==> config.mk <==
export PLATFORM = sky130hd
export DESIGN_NAME = uart_frame_rx
export DESIGN_NICKNAME = d
export VERILOG_FILES = /design/src/rtl/uart_frame_rx.sv
export SDC_FILE = /design/constraint.sdc
export NUM_CORES = 1
export LEC_CHECK = 0
export CORE_ASPECT_RATIO = 1.4
export CORE_MARGIN = 2
export CORE_UTILIZATION = 55
export DETAILED_ROUTE_END_ITERATION = 6
export GPL_TIMING_DRIVEN = 0
export PLACE_DENSITY = 0.8
export SLEW_MARGIN = 20
export SYNTH_ARGS = -nofsm -noshare
export SYNTH_HDL_FRONTEND = slang
export SYNTH_SLANG_ARGS = --single-unit
==> constraint.sdc <==
create_clock -name clk -period 2.07 [get_ports clk]
set_input_delay 0.414 -clock clk [delete_from_list [all_inputs] [get_ports clk]]
set_output_delay 0.414 -clock clk [all_outputs]
set_load 0.05 [all_outputs]
==> src/rtl/uart_frame_rx.sv <==
// Oversampled asynchronous serial frame receiver: start / DATA_BITS data / optional parity / 1-2 stop.
// Delivers the word with a one-cycle data_valid strobe plus frame and parity status.
module uart_frame_rx #(
  parameter int DATA_BITS  = 8,
  parameter int OVERSAMPLE = 16,
  parameter int PARITY_EN  = 0,
  parameter int PARITY_ODD = 0,
  parameter int STOP_BITS  = 1
) (
  input  logic                 clk,
  input  logic                 reset,
  input  logic                 rx_en,
  input  logic                 data_in,
  output logic [DATA_BITS-1:0] data_out,
  output logic                 data_valid,
  output logic                 frame_error,
  output logic                 parity_error,
  output logic                 busy
);

  localparam int CW = $clog2(OVERSAMPLE);
  localparam int BW = $clog2(DATA_BITS + 1);
  localparam logic [CW-1:0] CNT_MID   = CW'(OVERSAMPLE / 2 - 1);
  localparam logic [CW-1:0] CNT_END   = CW'(OVERSAMPLE - 1);
  localparam logic [BW-1:0] LAST_DATA = BW'(DATA_BITS - 1);
  localparam logic [BW-1:0] LAST_STOP = BW'(STOP_BITS - 1);
  localparam logic          ODD       = (PARITY_ODD != 0);

  typedef enum logic [2:0] {
    IDLE   = 3'd0,
    START  = 3'd1,
    DATA   = 3'd2,
    PARITY = 3'd3,
    STOP   = 3'd4
  } state_t;

  state_t state, state_next;

  logic                 sync1, data_s, data_s_prev;
  logic [CW-1:0]        clk_cnt;
  logic [BW-1:0]        bit_cnt;
  logic [DATA_BITS-1:0] shreg;
  logic                 ferr, perr;
  logic                 tick, mid, start_edge;

  assign tick       = (clk_cnt == CNT_END);
  assign mid        = (clk_cnt == CNT_MID);
  assign start_edge = rx_en && data_s_prev && !data_s;

  // Line idles high, so the synchroniser and edge flop reset to 1 to avoid a phantom start.
  always_ff @(posedge clk or posedge reset) begin
    if (reset) begin
      sync1       <= 1'b1;
      data_s      <= 1'b1;
      data_s_prev <= 1'b1;
    end else begin
      sync1       <= data_in;
      data_s      <= sync1;
      data_s_prev <= data_s;
    end
  end

  always_ff @(posedge clk or posedge reset) begin
    if (reset) state <= IDLE;
    else       state <= state_next;
  end

  always_comb begin
    state_next = state;
    case (state)
      IDLE:   if (start_edge) state_next = START;
      START:  if (mid) state_next = data_s ? IDLE : DATA;
      DATA:   if (tick && bit_cnt == LAST_DATA) state_next = (PARITY_EN != 0) ? PARITY : STOP;
      PARITY: if (tick) state_next = STOP;
      STOP:   if (tick && bit_cnt == LAST_STOP) state_next = IDLE;
      default: state_next = IDLE;
    endcase
  end

  always_comb begin
    busy = (state != IDLE);
  end

  // bit_cnt is reused to count stop bits once the data bits are in.
  always_ff @(posedge clk or posedge reset) begin
    if (reset) begin
      clk_cnt      <= '0;
      bit_cnt      <= '0;
      shreg        <= '0;
      ferr         <= 1'b0;
      perr         <= 1'b0;
      data_out     <= '0;
      data_valid   <= 1'b0;
      frame_error  <= 1'b0;
      parity_error <= 1'b0;
    end else begin
      data_valid <= 1'b0;
      case (state)
        IDLE: begin
          clk_cnt <= '0;
          bit_cnt <= '0;
          if (start_edge) begin
            ferr <= 1'b0;
            perr <= 1'b0;
          end
        end
        START: begin
          clk_cnt <= mid ? '0 : clk_cnt + 1'b1;
        end
        DATA: begin
          if (tick) begin
            clk_cnt <= '0;
            shreg   <= {data_s, shreg[DATA_BITS-1:1]};
            bit_cnt <= (bit_cnt == LAST_DATA) ? '0 : bit_cnt + 1'b1;
          end else begin
            clk_cnt <= clk_cnt + 1'b1;
          end
        end
        PARITY: begin
          if (tick) begin
            clk_cnt <= '0;
            perr    <= (^shreg) ^ data_s ^ ODD;
          end else begin
            clk_cnt <= clk_cnt + 1'b1;
          end
        end
        STOP: begin
          if (tick) begin
            clk_cnt <= '0;
            bit_cnt <= bit_cnt + 1'b1;
            ferr    <= ferr | ~data_s;
            if (bit_cnt == LAST_STOP) begin
              data_out     <= shreg;
              frame_error  <= ferr | ~data_s;
              parity_error <= perr;
              data_valid   <= 1'b1;
            end
          end else begin
            clk_cnt <= clk_cnt + 1'b1;
          end
        end
        default: clk_cnt <= '0;
      endcase
    end
  end

endmodule

---- After elaboration in Yosys (flattened, before gate mapping) ----
Cells that the tools add are included.
word-level totals
  register bits after elaboration ......... 35
  bits of input ports ..................... 4
  word-level logic and storage cells ...... 73
cells by class
  add/sub/neg operators ................... 2
  equality and inequality tests ........... 14
  muxes and demuxes ....................... 22
  bitwise gates (word level) .............. 3
  reduce and logical (&&, ||, !) cells .... 19
operator list
  operator               number
  $mux W4                5
  $mux W3                5
  $pmux W3 S5            1
  $ne A2 B2 Y1 const B   7
  $pmux W4 S3            1
  $reduce_and A3 Y1      4
  $add A4 B1 Y4 const B  2
  $eq A4 B3 Y1 const B   2
  $pmux W4 S2            1
  $reduce_xor A8 Y1      1
  $eq A3 B2 Y1 const B   2
  $mux W1                6
  $reduce_bool A3 Y1     2
  $reduce_and A5 Y1      1
  $eq A4 B4 Y1 const B   1
  $logic_and A1 B1 Y1    4
  $logic_not A4 Y1       1
  $pmux W1 S2            2
  $reduce_bool A2 Y1     2
  $eq A3 B1 Y1 const B   1
  $eq A3 B3 Y1 const B   1
  $logic_not A3 Y1       1
  $reduce_or A3 Y1       1
  $mux W2                1
  other kinds (5)        5

---- Depth between registers and ports, before layout ----
  depth in word-level cells ............... 4
  depth in mapped cells ................... 7
  depth with buffers taken out ............ 6

---- Worst setup path after synthesis ----
Ideal clock, no wire load.
  kind .................................... register to register
  start ................................... register state[2]
  end ..................................... register perr
  arrival time ............................ 1,601 ps
  path slack .............................. 343 ps
  cell stages (with the launch flop) ...... 5
  path buffers ............................ 0
  path through ............................ dfrtp_1 -> or3_1 -> or3_1 -> nand3_1 -> o21ai_0
between the ends
  word-level cells in the longest chain between the ends .. 3
  elaborated cells on any way between the ends .. 7
  those cells by class .................... 3 x eq/ne; 1 x mux; 3 x reduce/logical
ends and longest elaborated chain
  item                                                          RTL line  RTL
  from (decl)                                                   37        state_t state, state_next;
  from (signal assigned)                                        65        else state <= state_next;
  $eq A3 B2 Y1 or $logic_not A3 Y1 (tied branches)              98        case (state)
  $ne A2 B2 Y1 (no line) or $reduce_bool A2 Y1 (tied branches)  -
  $reduce_and A3 Y1 (no line)                                   -
  to (signal assigned)                                          122       perr <= (^shreg) ^ data_s ^ ODD;
  to (decl)                                                     43        logic ferr, perr;
Parallel ways exist; a longest one is shown, timed or not.
A chain may end at the register's enable or synchronous reset.

---- Worst setup path after layout ----
  start ................................... register state[2]
  end ..................................... output busy
between the ends
  word-level cells in the longest chain between the ends .. 1
ends and longest elaborated chain
  item                RTL line  RTL
  $reduce_bool A3 Y1  81        busy = (state != IDLE);
  to (decl)           18        output logic busy
No other way between the ends.

==> insert_results.sql <==
INSERT INTO impl_metrics (metric_group, metric, value, unit) VALUES
('synthesis', 'synthesis.area_per_instance', '12.13', 'sq um'),
('clocking', 'post_cts_hold_buffer_count', '0', ''),
('finish', 'post-route-util', '67.13', '%'),
('place', 'post-dp-hpwl', '2.088', 'mm'),
('synthesis', 'yosys.area.top_type', 'sky130_fd_sc_hd__dfrtp_1', ''),
('finish', 'fillerInstances', '248', ''),
('worst_setup_path', 'critical_path.top_delay_family', 'buffers and inverters', ''),
('clocking', 'cts_inserted_buffers', '5', ''),
('timing', 'max_freq', '503.6', 'MHz'),
('route', 'routed_wire_length_per_instance', '14.71', 'um'),
('clocking', 'tritoncts_sink_count', '35', ''),
('place', 'post-place-cells', '185', ''),
('synthesis', 'synth_warnings', '0', ''),
('die', 'ioPinCount', '16', ''),
('die', 'floorplan.die_area', '0.003388', 'sq mm'),
('worst_setup_path', 'cpMaxStageDelayCell', 'sky130_fd_sc_hd__dlygate4sd2_1', ''),
('synthesis', 'netlist_cell_types', '33', ''),
('synthesis', 'synth_simple_gate_area_share', '11.33', '%'),
('synthesis', 'synthAdderAreaFrac', '3.646', '%'),
('timing', 'hold-worst-slack', '0.3586', 'ns'),
('timing', 'finalClockSkew', '0.003997', 'ns'),
('clocking', 'clkTransAtPathRegs', '0.07', 'ns'),
('worst_setup_path', 'crit_path_cell_trace', 'or3_1 > dlygate4sd2_1', ''),
('clocking', 'cts_tree', 'done', ''),
('route', 'detailedRoute.firstPassIterationCount', '4', ''),
('timing', 'totalNegativeSetupSlack', '0', 'ns'),
('route', 'routed_via_density', '5.585', ''),
('timing', 'drv_slew', '0', ''),
('worst_setup_path', 'cp.required', '1.66', 'ns'),
('synthesis', 'synthesis.instances', '133', ''),
('grt', 'grt_antenna_before_repair', '0', ''),
('run', 'max-cap-violations', '0', ''),
('place', 'gp_congestion', '0.8884', ''),
('timing', 'timing.final.setup_violations', '0', ''),
('grt', 'grt_pass1_vias', '1167', ''),
('synthesis', 'synth_top_area_share', '49.65', '%'),
('synthesis', 'synth_seq_area_share', '54.54', '%'),
('synthesis', 'largest_family_of_logic_cells_by_synthesized_area', 'multiplexers', ''),
('worst_setup_path', 'worst-path-max-fanout', '4', ''),
('finish', 'final-instance-count-excl-fill', '193', ''),
('worst_setup_path', 'worst_ep_arrival_time', '1.57', 'ns'),
('status', 'status', 'finished, final reports clean', ''),
('clocking', 'clockRootBuffer', 'sky130_fd_sc_hd__clkbuf_8', ''),
('finish', 'layout.cells.most_common', 'sky130_fd_sc_hd__dfrtp_1', ''),
('grt', 'grt_max_degree', '36', ''),
('worst_hold_path', 'hold_path.class', 'flop to flop', ''),
('timing', 'post-route-period-util', '95.93', '%'),
('finish', 'commonest_non_fill_non_tap_cells_in_the_layout', '32 x sky130_fd_sc_hd__dfrtp_1, 17 x sky130_fd_sc_hd__mux2_2, 14 x sky130_fd_sc_hd__clkdlybuf4s50_1, 7 x sky130_fd_sc_hd__o21ai_0', ''),
('finish', 'multi_input_area', '673.1', 'sq um'),
('die', 'die_w', '49.77', 'um'),
('worst_setup_path', 'path_class', 'flop to primary output', ''),
('route', 'drt_drc_violations_left', '0', ''),
('synthesis', 'fraction_of_synthesized_area_in_multiplexers', '11.87', '%'),
('timing', 'rsz0062_at_grt', 'no', ''),
('power', 'irDropWorstVdd', '0.6434', 'mV'),
('power', 'power.density_cell_area', '1047', 'mW/mm^2'),
('timing', 'hold_violations', '0', ''),
('die', 'design.core.area', '0.002820', 'sq mm'),
('clocking', 'clockBufferDepth', '2', ''),
('worst_setup_path', 'worst-path-buf-inv', '1', ''),
('worst_setup_path', 'worstSetupStartpointType', 'flop', ''),
('clocking', 'h-tree-depth', '2', ''),
('die', 'die_height', '68.07', 'um'),
('synthesis', 'ys_ff_latch', '35', ''),
('route', 'totalWireLength', '2.839', 'mm'),
('die', 'core.rowCount', '23', ''),
('timing', 'worst_slew_pin_slew', '0.7067', 'ns'),
('finish', 'layout-area-overhead-vs-synth', '17.38', '%'),
('finish', 'insertedDiodeCount', '0', ''),
('route', 'drt_iter0_markers', '25', ''),
('synthesis', 'synth.net_count', '140', '');
-- worst register-to-register path, stage by stage (launching register included) --
cell,delay [ns]
sky130_fd_sc_hd__dfrtp_1,0.40
sky130_fd_sc_hd__ha_1,0.26
sky130_fd_sc_hd__and3_2,0.24
sky130_fd_sc_hd__buf_6,0.14
sky130_fd_sc_hd__nand4_2,0.13
sky130_fd_sc_hd__buf_6,0.17
sky130_fd_sc_hd__mux2_2,0.34
-- where the power goes --
group / total [mW] / switching, mW / leakage [nW] / internal [mW]
Clock: 0.471 / 0.236 / 0.0412 / 0.235
Sequential: 0.962 / 0.144 / 0.452 / 0.819
Combinational: 0.548 / 0.266 / 0.408 / 0.281
-- synth_stat cells --
master and n:
sky130_fd_sc_hd__o31a_1 1, sky130_fd_sc_hd__xnor3_1 1, sky130_fd_sc_hd__and3_2 1, sky130_fd_sc_hd__dfstp_2 3, sky130_fd_sc_hd__nand4_1 2, sky130_fd_sc_hd__dfrtp_1 32
sky130_fd_sc_hd__nand3_1 2, sky130_fd_sc_hd__buf_6 2, sky130_fd_sc_hd__o21a_1 3, sky130_fd_sc_hd__nor2_1 5, sky130_fd_sc_hd__and3_1 4, sky130_fd_sc_hd__xnor2_1 4
sky130_fd_sc_hd__nor2b_1 1, sky130_fd_sc_hd__o211ai_1 1, sky130_fd_sc_hd__xor2_1 5, sky130_fd_sc_hd__nand4_2 1, sky130_fd_sc_hd__nor3_1 3, sky130_fd_sc_hd__o31ai_1 2
sky130_fd_sc_hd__o311ai_0 1, sky130_fd_sc_hd__o21ai_0 7, sky130_fd_sc_hd__inv_1 7, sky130_fd_sc_hd__clkbuf_1 3, sky130_fd_sc_hd__nor3b_1 1, sky130_fd_sc_hd__maj3_2 1
sky130_fd_sc_hd__a21oi_1 5, sky130_fd_sc_hd__a31oi_1 1, sky130_fd_sc_hd__mux2_2 17, sky130_fd_sc_hd__nand2_1 6, sky130_fd_sc_hd__a41o_1 1, sky130_fd_sc_hd__or3_1 4
sky130_fd_sc_hd__ha_1 3, sky130_fd_sc_hd__maj3_1 1, sky130_fd_sc_hd__nand3_2 2
-- cell type report --
type                            instances  area share [%]
Sequential cell                        35           46.46
Tap cell                               37           2.445
Clock inverter                          2          0.6609
Timing Repair Buffer                   15           7.865
Buffer                                  5           1.785
Inverter                                7           1.388
Multi-Input combinational cell         86           35.56
Clock buffer                            6           3.833
-- stage by stage --
stage / worst slack (ns) / cell area, sq um / power, mW
2_1_floorplan: 0.3425 / 1613 / 1.394
3_3_place_gp: 0.1180 / 1809 / 1.494
3_5_place_dp: 0.1110 / 1809 / 1.530
4_1_cts: 0.07278 / 1893 / 2.005
5_1_grt: 0.02034 / 1893 / 2.119
6_report: 0.08432 / 1893 / 1.981
-- kinds of logic (layout without fill, tap and decap cells) --
| group | after synthesis | in the layout |
|---|---|---|
| flip-flops | 35 | 35 |
| AND/OR/NAND/NOR | 32 | 32 |
| buffers and inverters | 12 | 35 |
| AO/OA/AOI/OAI | 22 | 22 |
| XOR/XNOR | 10 | 10 |
| multiplexers | 17 | 17 |
| adder cells (fa/ha/maj) | 5 | 5 |
-- registers in the layout, indices dropped and copies added (netlist names) --
name,cells
data_valid,1
bit_cnt,4
ferr,1
shreg,8
data_s,1
data_out,8
perr,1
sync1,1
frame_error,1
parity_error,1
state,3
clk_cnt,4
data_s_prev,1
-- path summary, 6_finish.rpt --
path,start,to,slack [ns],depth (start not counted)
worst max-delay path,state[2]$_DFFE_PP0P_,busy,0.08,2
worst min register to register,sync1$_DFF_PP1_,data_s$_DFF_PP1_,0.36,0
worst min-delay path,sync1$_DFF_PP1_,data_s$_DFF_PP1_,0.36,0
min in group asynchronous,reset,frame_error$_DFFE_PP0P_,0.57,2
max in group asynchronous,reset,shreg[4]$_DFFE_PP0P_,1.05,2
worst max register to register,clk_cnt[0]$_DFF_PP0_,data_out[6]$_DFFE_PP0P_,0.29,6
-- per-layer routing --
metal  vias to the layer above  part of all wire, %  track usage, %
met5                         -                    0               0
met2                        15                   54           36.50
met3                         9                  2.6           4.803
li1                        511                    -               -
met4                         0                  2.7           11.46
met1                       543                   40           21.47
-- repair_timing --
| action | in CTS | in global routing |
|---|---|---|
| setup endpoints to repair | 1 | 0 |
| gates resized for setup | 1 | 0 |
| setup buffers | 0 | 0 |
Power figures use the tool's default switching activity.
